<file path="config.mk">
export PLATFORM = sky130hd
export DESIGN_NAME = reg_load_ctrl
export DESIGN_NICKNAME = d
export VERILOG_FILES = /design/src/rtl/reg_load_pkg.sv /design/src/rtl/step_pulse.sv /design/src/rtl/reg_load_ctrl.sv
export SDC_FILE = /design/constraint.sdc
export NUM_CORES = 1
export LEC_CHECK = 0
export ABC_AREA = 1
export BUFFER_PORTS_ARGS = -buffer_cell sky130_fd_sc_hd__clkbuf_2
export CAP_MARGIN = 20
export CORE_ASPECT_RATIO = 2
export CORE_MARGIN = 1.5
export CORE_UTILIZATION = 55
export DETAILED_ROUTE_END_ITERATION = 7
export PLACE_DENSITY_LB_ADDON = 0.15
export SLEW_MARGIN = 40
export SYNTH_ARGS = -nofsm -noshare
export SYNTH_HDL_FRONTEND = slang
export SYNTH_SLANG_ARGS = --single-unit
</file>
<file path="constraint.sdc">
create_clock -name CLK -period 2.5 [get_ports CLK]
set_input_delay 0.625 -clock CLK [delete_from_list [all_inputs] [get_ports CLK]]
set_output_delay 0.625 -clock CLK [all_outputs]
set_load 0.02 [all_outputs]
</file>
<file path="src/rtl/reg_load_pkg.sv">
// rtl/reg_load_pkg.sv - shared state type, beat one-hot codes and constants for reg_load_ctrl
package reg_load_pkg;

  typedef enum logic [2:0] {
    ST_IDLE = 3'd0,
    ST_T0   = 3'd1,
    ST_T1   = 3'd2,
    ST_T2   = 3'd3,
    ST_T3   = 3'd4
  } state_t;

  localparam int DATA_W_DEF = 8;

  localparam logic [3:0] T0_OH = 4'b0001;
  localparam logic [3:0] T1_OH = 4'b0010;
  localparam logic [3:0] T2_OH = 4'b0100;
  localparam logic [3:0] T3_OH = 4'b1000;

  localparam int STEP_SYNC_DEPTH = 2;

  function automatic logic [3:0] beat_oh(state_t s);
    logic [3:0] oh;
    case (s)
      ST_T0:   oh = T0_OH;
      ST_T1:   oh = T1_OH;
      ST_T2:   oh = T2_OH;
      ST_T3:   oh = T3_OH;
      default: oh = 4'b0000;
    endcase
    return oh;
  endfunction

endpackage

</file>
<file path="src/rtl/step_pulse.sv">
// rtl/step_pulse.sv - synchronises the raw STEP button and emits a one-cycle rising-edge pulse
module step_pulse
  import reg_load_pkg::*;
(
  input  logic CLK,
  input  logic CLR_N,
  input  logic STEP,
  output logic PULSE
);

  logic [STEP_SYNC_DEPTH-1:0] sync_q;
  logic                       prev_q;

  always_ff @(posedge CLK or negedge CLR_N) begin
    if (!CLR_N) begin
      sync_q <= '0;
      prev_q <= 1'b0;
    end else begin
      sync_q <= {sync_q[STEP_SYNC_DEPTH-2:0], STEP};
      prev_q <= sync_q[STEP_SYNC_DEPTH-1];
    end
  end

  assign PULSE = sync_q[STEP_SYNC_DEPTH-1] & ~prev_q;

endmodule

</file>
<file path="src/rtl/reg_load_ctrl.sv">
// rtl/reg_load_ctrl.sv - four-beat bus transfer sequencer; REG_LOAD_XFER_CNT_EN adds the XFER_CNT transfer counter
module reg_load_ctrl
  import reg_load_pkg::*;
#(
  parameter int NUM_REGS = 4,
  parameter int DATA_W   = DATA_W_DEF
) (
  input  logic                       CLK,
  input  logic                       CLR_N,
  input  logic                       START,
  input  logic                       SRC_IS_SW,
  input  logic [2:0]                 SRC_SEL,
  input  logic [2:0]                 DST_SEL,
  input  logic [DATA_W-1:0]          SW_DATA,
  input  logic [NUM_REGS*DATA_W-1:0] REG_Q,
  input  logic                       STEP_MODE,
  input  logic                       STEP,
  output logic [DATA_W-1:0]          BUS_OUT,
  output logic [NUM_REGS-1:0]        LD_N,
  output logic [3:0]                 T,
  output logic                       BUSY,
  output logic                       DONE
`ifdef REG_LOAD_XFER_CNT_EN
  ,
  output logic [7:0]                 XFER_CNT
`endif
);

  state_t              state_q, state_nxt;
  logic                src_is_sw_q;
  logic [2:0]          src_sel_q;
  logic [2:0]          dst_sel_q;
  logic                step_pls;
  logic                adv;
  logic [DATA_W-1:0]   bus_nxt;
  logic [NUM_REGS-1:0] ld_n_nxt;
  logic                done_nxt;
  logic                capture;

  // Out-of-range selects match no register, so they yield a zero bus / no strobe.
  function automatic logic [DATA_W-1:0] src_value(logic is_sw, logic [2:0] sel,
                                                  logic [DATA_W-1:0] sw,
                                                  logic [NUM_REGS*DATA_W-1:0] q);
    logic [DATA_W-1:0] v;
    v = '0;
    if (is_sw) begin
      v = sw;
    end else begin
      for (int i = 0; i < NUM_REGS; i++) begin
        if (sel == 3'(i)) v = q[i*DATA_W +: DATA_W];
      end
    end
    return v;
  endfunction

  function automatic logic [NUM_REGS-1:0] ld_decode(logic [2:0] dst);
    logic [NUM_REGS-1:0] m;
    m = '1;
    for (int i = 0; i < NUM_REGS; i++) begin
      if (dst == 3'(i)) m[i] = 1'b0;
    end
    return m;
  endfunction

  step_pulse u_step_pulse (
    .CLK   (CLK),
    .CLR_N (CLR_N),
    .STEP  (STEP),
    .PULSE (step_pls)
  );

  assign adv = STEP_MODE ? step_pls : 1'b1;

  always_ff @(posedge CLK or negedge CLR_N) begin
    if (!CLR_N) state_q <= ST_IDLE;
    else        state_q <= state_nxt;
  end

  always_comb begin
    state_nxt = state_q;
    capture   = 1'b0;
    bus_nxt   = BUS_OUT;
    ld_n_nxt  = '1;
    done_nxt  = 1'b0;
    case (state_q)
      ST_IDLE: if (START && adv) begin
        state_nxt = ST_T0;
        capture   = 1'b1;
      end
      ST_T0:   if (adv) state_nxt = ST_T1;
      ST_T1:   if (adv) state_nxt = ST_T2;
      ST_T2:   if (adv) state_nxt = ST_T3;
      ST_T3:   if (adv) state_nxt = ST_IDLE;
      default: state_nxt = ST_IDLE;
    endcase

    if (capture) begin
      bus_nxt = src_value(SRC_IS_SW, SRC_SEL, SW_DATA, REG_Q);
    end else if (state_q == ST_T0 || state_q == ST_T1 || state_q == ST_T2) begin
      bus_nxt = src_value(src_is_sw_q, src_sel_q, SW_DATA, REG_Q);
    end

    // Strobe only on the T1->T2 edge so a long manual T2 beat still gives one clock.
    if (state_q == ST_T1 && state_nxt == ST_T2) ld_n_nxt = ld_decode(dst_sel_q);
    if (state_q == ST_T2 && state_nxt == ST_T3) done_nxt = 1'b1;
  end

  always_ff @(posedge CLK or negedge CLR_N) begin
    if (!CLR_N) begin
      src_is_sw_q <= 1'b0;
      src_sel_q   <= '0;
      dst_sel_q   <= '0;
      BUS_OUT     <= '0;
      LD_N        <= '1;
      T           <= 4'b0000;
      BUSY        <= 1'b0;
      DONE        <= 1'b0;
    end else begin
      if (capture) begin
        src_is_sw_q <= SRC_IS_SW;
        src_sel_q   <= SRC_SEL;
        dst_sel_q   <= DST_SEL;
      end
      BUS_OUT <= bus_nxt;
      LD_N    <= ld_n_nxt;
      T       <= beat_oh(state_nxt);
      BUSY    <= (state_nxt != ST_IDLE);
      DONE    <= done_nxt;
    end
  end

`ifdef REG_LOAD_XFER_CNT_EN
  always_ff @(posedge CLK or negedge CLR_N) begin
    if (!CLR_N)    XFER_CNT <= 8'd0;
    else if (DONE) XFER_CNT <= XFER_CNT + 8'd1;
  end
`endif

endmodule

</file>
## After elaboration in Yosys (flattened, before gate mapping)

Cells that the tools add are included.

| storage, ports and cells | value |
|---|---|
| bits of input ports | 52 |
| register bits after elaboration | 31 |
| output and inout bits | 18 |
| word-level logic and storage cells | 69 |

| operators by class | value |
|---|---|
| equal/unequal tests | 17 |
| mux-type cells | 28 |
| reduce and logical (&&, ||, !) cells | 11 |
| bitwise logic cells | 2 |

Operators by type and width:

| cell | count |
|---|---|
| two-way mux 8 bit | 12 |
| equality test 3 x 2 -> 1 bit, second input constant | 10 |
| one-hot mux 4 bit (4 select lines) | 1 |
| equality test 3 x 1 -> 1 bit, second input constant | 5 |
| two-way mux 3 bit | 5 |
| one-hot mux 3 bit (5 select lines) | 1 |
| logical NOT 3 bit | 4 |
| two-way mux 1 bit | 8 |
| equality test 3 bit, second input constant | 2 |
| two-way mux 4 bit | 1 |
| logical AND 1 bit | 3 |
| nonzero test 3 bit | 1 |
| logical OR 1 bit | 2 |
| nonzero test 2 bit | 1 |
| AND 1 bit | 1 |
| NOT 1 bit | 1 |

## Depth between registers and ports, before layout

| depth | value |
|---|---|
| depth in word-level cells | 9 |
| depth in mapped cells | 11 |
| mapped depth without buffers | 10 |

## Modules after synthesis

From an unflattened synthesis, not the netlist that was laid out.

| second synthesis, totals | value |
|---|---|
| cells, all modules | 276 |
| area total of the unflattened synthesis | 2020.7 sq um |

Modules (own cells, without submodules):

| module | seq. area each (sq um) | cells each | times used | area an instance (sq um) |
|---|---|---|---|---|
| reg_load_ctrl | 705.7 | 271 | 1 | 1935.6 |
| step_pulse | 75.1 | 5 | 1 | 85.1 |

## Least setup slack after synthesis

No wires, ideal clock.

| path | value |
|---|---|
| path type | input -> register |
| start | in SRC_SEL[0] |
| end | reg BUS_OUT[6] |
| cell stages on the path | 8 |
| path slack | 1027 ps |
| library setup time | 65 ps |
| arrival time | 1408 ps |
| path buffers | 2 |
| data required time | 2435 ps |
| path through | buf_2 buf_2 nand4_1 nand2_1 nand2_1 a21oi_1 nand2_1 nand2_1 |

| on the way | value |
|---|---|
| word-level cells in the longest chain between the ends | 7 |
| elaborated cells between the ends (all ways) | 10 |
| those cells by class | 3 x eq/ne; 6 x mux; 1 x reduce/logical |

RTL lines:

| what | RTL line | RTL |
|---|---|---|
| from (decl) | reg_load_ctrl.sv:12 | `input logic [2:0] SRC_SEL,` |
| logical NOT 3 bit | reg_load_ctrl.sv:50 | `if (sel == 3'(i)) v = q[i*DATA_W +: DATA_W];` |
| two-way mux 8 bit (3 in a row) | reg_load_ctrl.sv:50 |  |
| two-way mux 8 bit (*) | reg_load_ctrl.sv:50 |  |
| two-way mux 8 bit (*) | reg_load_ctrl.sv:46 | `if (is_sw) begin` |
| two-way mux 8 bit (*) | reg_load_ctrl.sv:97 | `if (capture) begin` |
| to (signal assigned) | reg_load_ctrl.sv:124 | `BUS_OUT <= bus_nxt;` |
| to (decl) | reg_load_ctrl.sv:18 | `output logic [DATA_W-1:0] BUS_OUT,` |

Every way passes the cells marked *; elsewhere a longest branch is shown, timed or not.
A chain may end at the register's enable or synchronous reset.

## Worst setup path after layout

| path | value |
|---|---|
| start | reg src_sel_q[0] |
| end | reg BUS_OUT[0] |

| on the way | value |
|---|---|
| word-level cells in the longest chain between the ends | 8 |
| elaborated cells between the ends (all ways) | 11 |
| those cells by class | 3 x eq/ne; 7 x mux; 1 x reduce/logical |

RTL lines:

| what | RTL line | RTL |
|---|---|---|
| from (decl) | reg_load_ctrl.sv:31 | `logic [2:0] src_sel_q;` |
| from (signal assigned) | reg_load_ctrl.sv:111 | `src_sel_q <= '0;` |
| from (signal assigned) | reg_load_ctrl.sv:121 | `src_sel_q <= SRC_SEL;` |
| logical NOT 3 bit | reg_load_ctrl.sv:50 |  |
| two-way mux 8 bit (3 in a row) | reg_load_ctrl.sv:50 |  |
| two-way mux 8 bit (*) | reg_load_ctrl.sv:50 |  |
| two-way mux 8 bit (*) | reg_load_ctrl.sv:46 |  |
| two-way mux 8 bit (*) | reg_load_ctrl.sv:99 | `end else if (state_q == ST_T0 \|\| state_q == ST_T1 \|\| state_q == ST_T2) begin` |
| two-way mux 8 bit (*) | reg_load_ctrl.sv:97 |  |

Every way passes the cells marked *; elsewhere a longest branch is shown, timed or not. The select of a mux whose other input is x is not followed.

==> results.md <==
* Clock Path Buffers at 2
* Largest area contributor in the netlist: sky130_fd_sc_hd__dfrtp_1
* FF-to-FF setup slack at 0.61 ns
* Area taken by flip-flops and latches at 780.7 um^2
* Required time reported for the critical path endpoint at 2.68 ns
* Number of DRC markers after the initial detailed-route iteration at 56
* Number of optimization iterations in the first detailed-route pass at 4
* I/O pin count at 70
* Cell types occupying the most area after synthesis: sky130_fd_sc_hd__dfrtp_1, sky130_fd_sc_hd__nand2_1, sky130_fd_sc_hd__nand4_1
* Number of enable flip-flop cells after synthesis at 0
* Final routed wire length divided by cell count at 13.17 um
* Total of flip-flops plus latches after synthesis at 31
* Final global-route overflow total at 0
* Final routed DRC violation total at 0
* Clk Latency, worst-skew pair at 0.29 ns
* Largest fanout of any net on the critical path at 18
* Initial cell density of the core at 58.06%
* Number of max-cap violations at 0
* Startpoint of the worst register-to-register path: src_sel_q[0]$_DFFE_PN0P_
* Wire length of the first global-routing pass at 8666 um
* Initial antenna violation count at 0
* Pin count of the biggest net entering global routing at 32
* Worst clock skew at 0.005169 ns
* Final slew viol count at 0
* Fraction of the core area covered by cells at the end of the flow at 69.71%
* Number of port buffers at 69
* Setup Total Neg Slack at 0 ns
* Fraction of synthesis flops using an asynchronous set or reset pin at 100.0%
* Flip-flop cell with the highest count after synthesis: sky130_fd_sc_hd__dfrtp_1
* Final weighted congestion in routability-driven placement at 0.8971
* Placeable core region at 3685 um^2
* Most numerous cell in the Yosys netlist: sky130_fd_sc_hd__nand2_1
* Max Clock Freq at 0.5291 GHz
* Critical Path Sink: BUS_OUT[0]$_DFFE_PN0P_
* Vias per cell at 5.335
* Source of the critical timing path: src_sel_q[0]$_DFFE_PN0P_
* Number of setup buffers added after CTS at 0
* Cell chosen for the clock root: sky130_fd_sc_hd__clkbuf_8
* Worst relative slew slack at 54.26%
* Number of standard cells after synthesis at 308
* Clock tree from TritonCTS: done
* Number of vias after detailed routing at 2246
* Fraction of final layout cells sized beyond drive strength 1 at 27.42%
* CP endpoint kind: flip-flop
* Total chip power at 2.721 mW
* Number of nets still failing antenna checks after routing at 0
* CTS clk-pin slew, worst paths at 0.06 ns
* Data arrival at the endpoint of the critical path at 2.07 ns
* Htree depth at 2
* Count of final setup violators at 0
* Cell area after placement at 2465 um^2
* Period Utilization, post-route at 75.60%
* Top cells by count, synth: sky130_fd_sc_hd__nand2_1, sky130_fd_sc_hd__nor2_1, sky130_fd_sc_hd__inv_1
* Signed area change from the synthesized netlist to the final layout at 20.06%
* Routed WL at 5545 um
* Worst hold margin at 0.3528 ns
* Clock period minus worst slack at 1.890 ns
* Worst min-delay path class: flip-flop to flip-flop
* Total global-route track usage at 27.42%
* Portion of the post-synthesis area used by sequential elements at 36.49%
* Least-Margin Pin Slew at 0.6853 ns
* # diodes at 0
* HPWL Detailed at 4270 um
* Finished layout cell area at 2569 um^2
* Power density of the placed cells at 1059 nW/um^2
* Synth cell types at 28
* Average instance area after synthesis at 6.947 um^2
* Final-report hold violation count at 0
* DIE WIDTH at 47.10 um
* Post-synth net total at 360
* Vias in the first global route at 2086
* Reg2reg end: BUS_OUT[0]$_DFFE_PN0P_
* Category of the critical setup timing path: flip-flop to flip-flop
* Leak at 1.438 nW
* VDD IR max at 644.3 uV
* Area share of the largest cell type after synthesis at 31.58%
* Floorplan die height at 91.21 um
* Count of fill cells added during filler insertion at 364
* Reg2reg path depth at 7
* Number of buffers created by CTS at 5
* Sort of element at the start of the critical path: flip-flop
* Cells resized by post-CTS repair at 0
* Post-Syn Area at 2140 um^2
* Die Outline Area at 4296 um^2
* Count of hold-fix buffers inserted at cts at 0
* Clock sinks at 31
* Unrepaired setup endpoints after global routing: false
* Number of placement rows at 31
* Number of nets at the end of the flow at 423
* Synth Warn # at 0
* Run status: completed
* Area occupied by multi-input gates at 1075 um^2
stage by stage:
step                      cells  worst slack, ns
after detailed placement    413           0.6150
after global placement      413           0.6665
after global routing        421           0.5635
after floorplan             308            1.027
after CTS                   421           0.6519
final                       421           0.6100
critical path, stage by stage (launching register included):
cell                       delay, ns
sky130_fd_sc_hd__dfrtp_1        0.73
sky130_fd_sc_hd__clkinv_1       0.46
sky130_fd_sc_hd__nand4_1        0.20
sky130_fd_sc_hd__nand3_1        0.10
sky130_fd_sc_hd__nor2_1         0.11
sky130_fd_sc_hd__nor2_1         0.04
sky130_fd_sc_hd__nand2_1        0.07
sky130_fd_sc_hd__nand2_1        0.05
logic make-up after synthesis:
family | after synthesis | share of synthesized area, %
and+or+nand+nor | 185 | 42.63
buffers and inverters | 64 | 13.27
DFF | 31 | 36.49
AOI/OAI and AO/OA | 28 | 7.603
how the worst min path moves through the flow:
| stage | from | endpoint | slack (ns) | cells past startpoint |
|---|---|---|---|---|
| after global routing | u_step_pulse.sync_q[0]$_DFF_PN0_ | u_step_pulse.sync_q[1]$_DFF_PN0_ | 0.36 | 0 |
| after global placement | u_step_pulse.sync_q[0]$_DFF_PN0_ | u_step_pulse.sync_q[1]$_DFF_PN0_ | 0.34 | 0 |
| after detailed placement | u_step_pulse.sync_q[0]$_DFF_PN0_ | u_step_pulse.sync_q[1]$_DFF_PN0_ | 0.34 | 0 |
| after CTS | u_step_pulse.sync_q[0]$_DFF_PN0_ | u_step_pulse.sync_q[1]$_DFF_PN0_ | 0.36 | 0 |
| final | u_step_pulse.sync_q[0]$_DFF_PN0_ | u_step_pulse.sync_q[1]$_DFF_PN0_ | 0.35 | 0 |
| after floorplan | CLR_N | BUSY$_DFF_PN0_ | 0.33 | 0 |
registers in the layout (all words and copies together), names as in the netlist:
| name | count |
|---|---|
| BUS_OUT | 8 |
| LD_N | 4 |
| T | 4 |
| dst_sel_q | 3 |
| src_sel_q | 3 |
| state_q | 3 |
| u_step_pulse.sync_q | 2 |
| BUSY | 1 |
| DONE | 1 |
| src_is_sw_q | 1 |
| u_step_pulse.prev_q | 1 |
layer usage:
layer  vias to the layer above  share of wire [%]  GRT usage, %
met2                        73                 56         48.97
met5                         -                  0             0
met3                         9                4.3         4.771
met1                      1030                 37         28.91
li1                       1134                  -             -
met4                         0                1.8         11.57
where the power goes:
group          switching, mW  internal, mW
combinational          0.943         0.450
sequential             0.187         0.701
clock                  0.190         0.250
cell type report:
| class | instances | area share [%] |
|---|---|---|
| multi-input combinational | 213 | 41.84 |
| tap | 49 | 2.387 |
| clock buffer | 7 | 3.751 |
| sequential | 31 | 30.39 |
| clock inverter | 1 | 0.2923 |
| inverter | 49 | 7.306 |
| timing repair buffer | 71 | 14.03 |
cells in the final DEF (no fill, tap or decap), types with 2 or more instances in the layout:
cell type                  Yosys  routed
sky130_fd_sc_hd__nor2_1       42      42
sky130_fd_sc_hd__dfstp_2       4       4
sky130_fd_sc_hd__nand2_4       3       3
sky130_fd_sc_hd__o21ai_0      14      14
sky130_fd_sc_hd__nand3_1      34      34
sky130_fd_sc_hd__clkinv_1      3       3
sky130_fd_sc_hd__clkbuf_8      0       7
sky130_fd_sc_hd__nor2_2        3       3
sky130_fd_sc_hd__buf_4         2       2
sky130_fd_sc_hd__clkbuf_2      0      68
sky130_fd_sc_hd__inv_1        38      38
sky130_fd_sc_hd__o211ai_1      8       8
sky130_fd_sc_hd__dfrtp_1      27      27
sky130_fd_sc_hd__nand4_1      35      35
sky130_fd_sc_hd__a21oi_1       4       4
sky130_fd_sc_hd__inv_2         6       6
sky130_fd_sc_hd__nand2_1      62      62
Note: power is estimated with default switching activity, not from simulation.
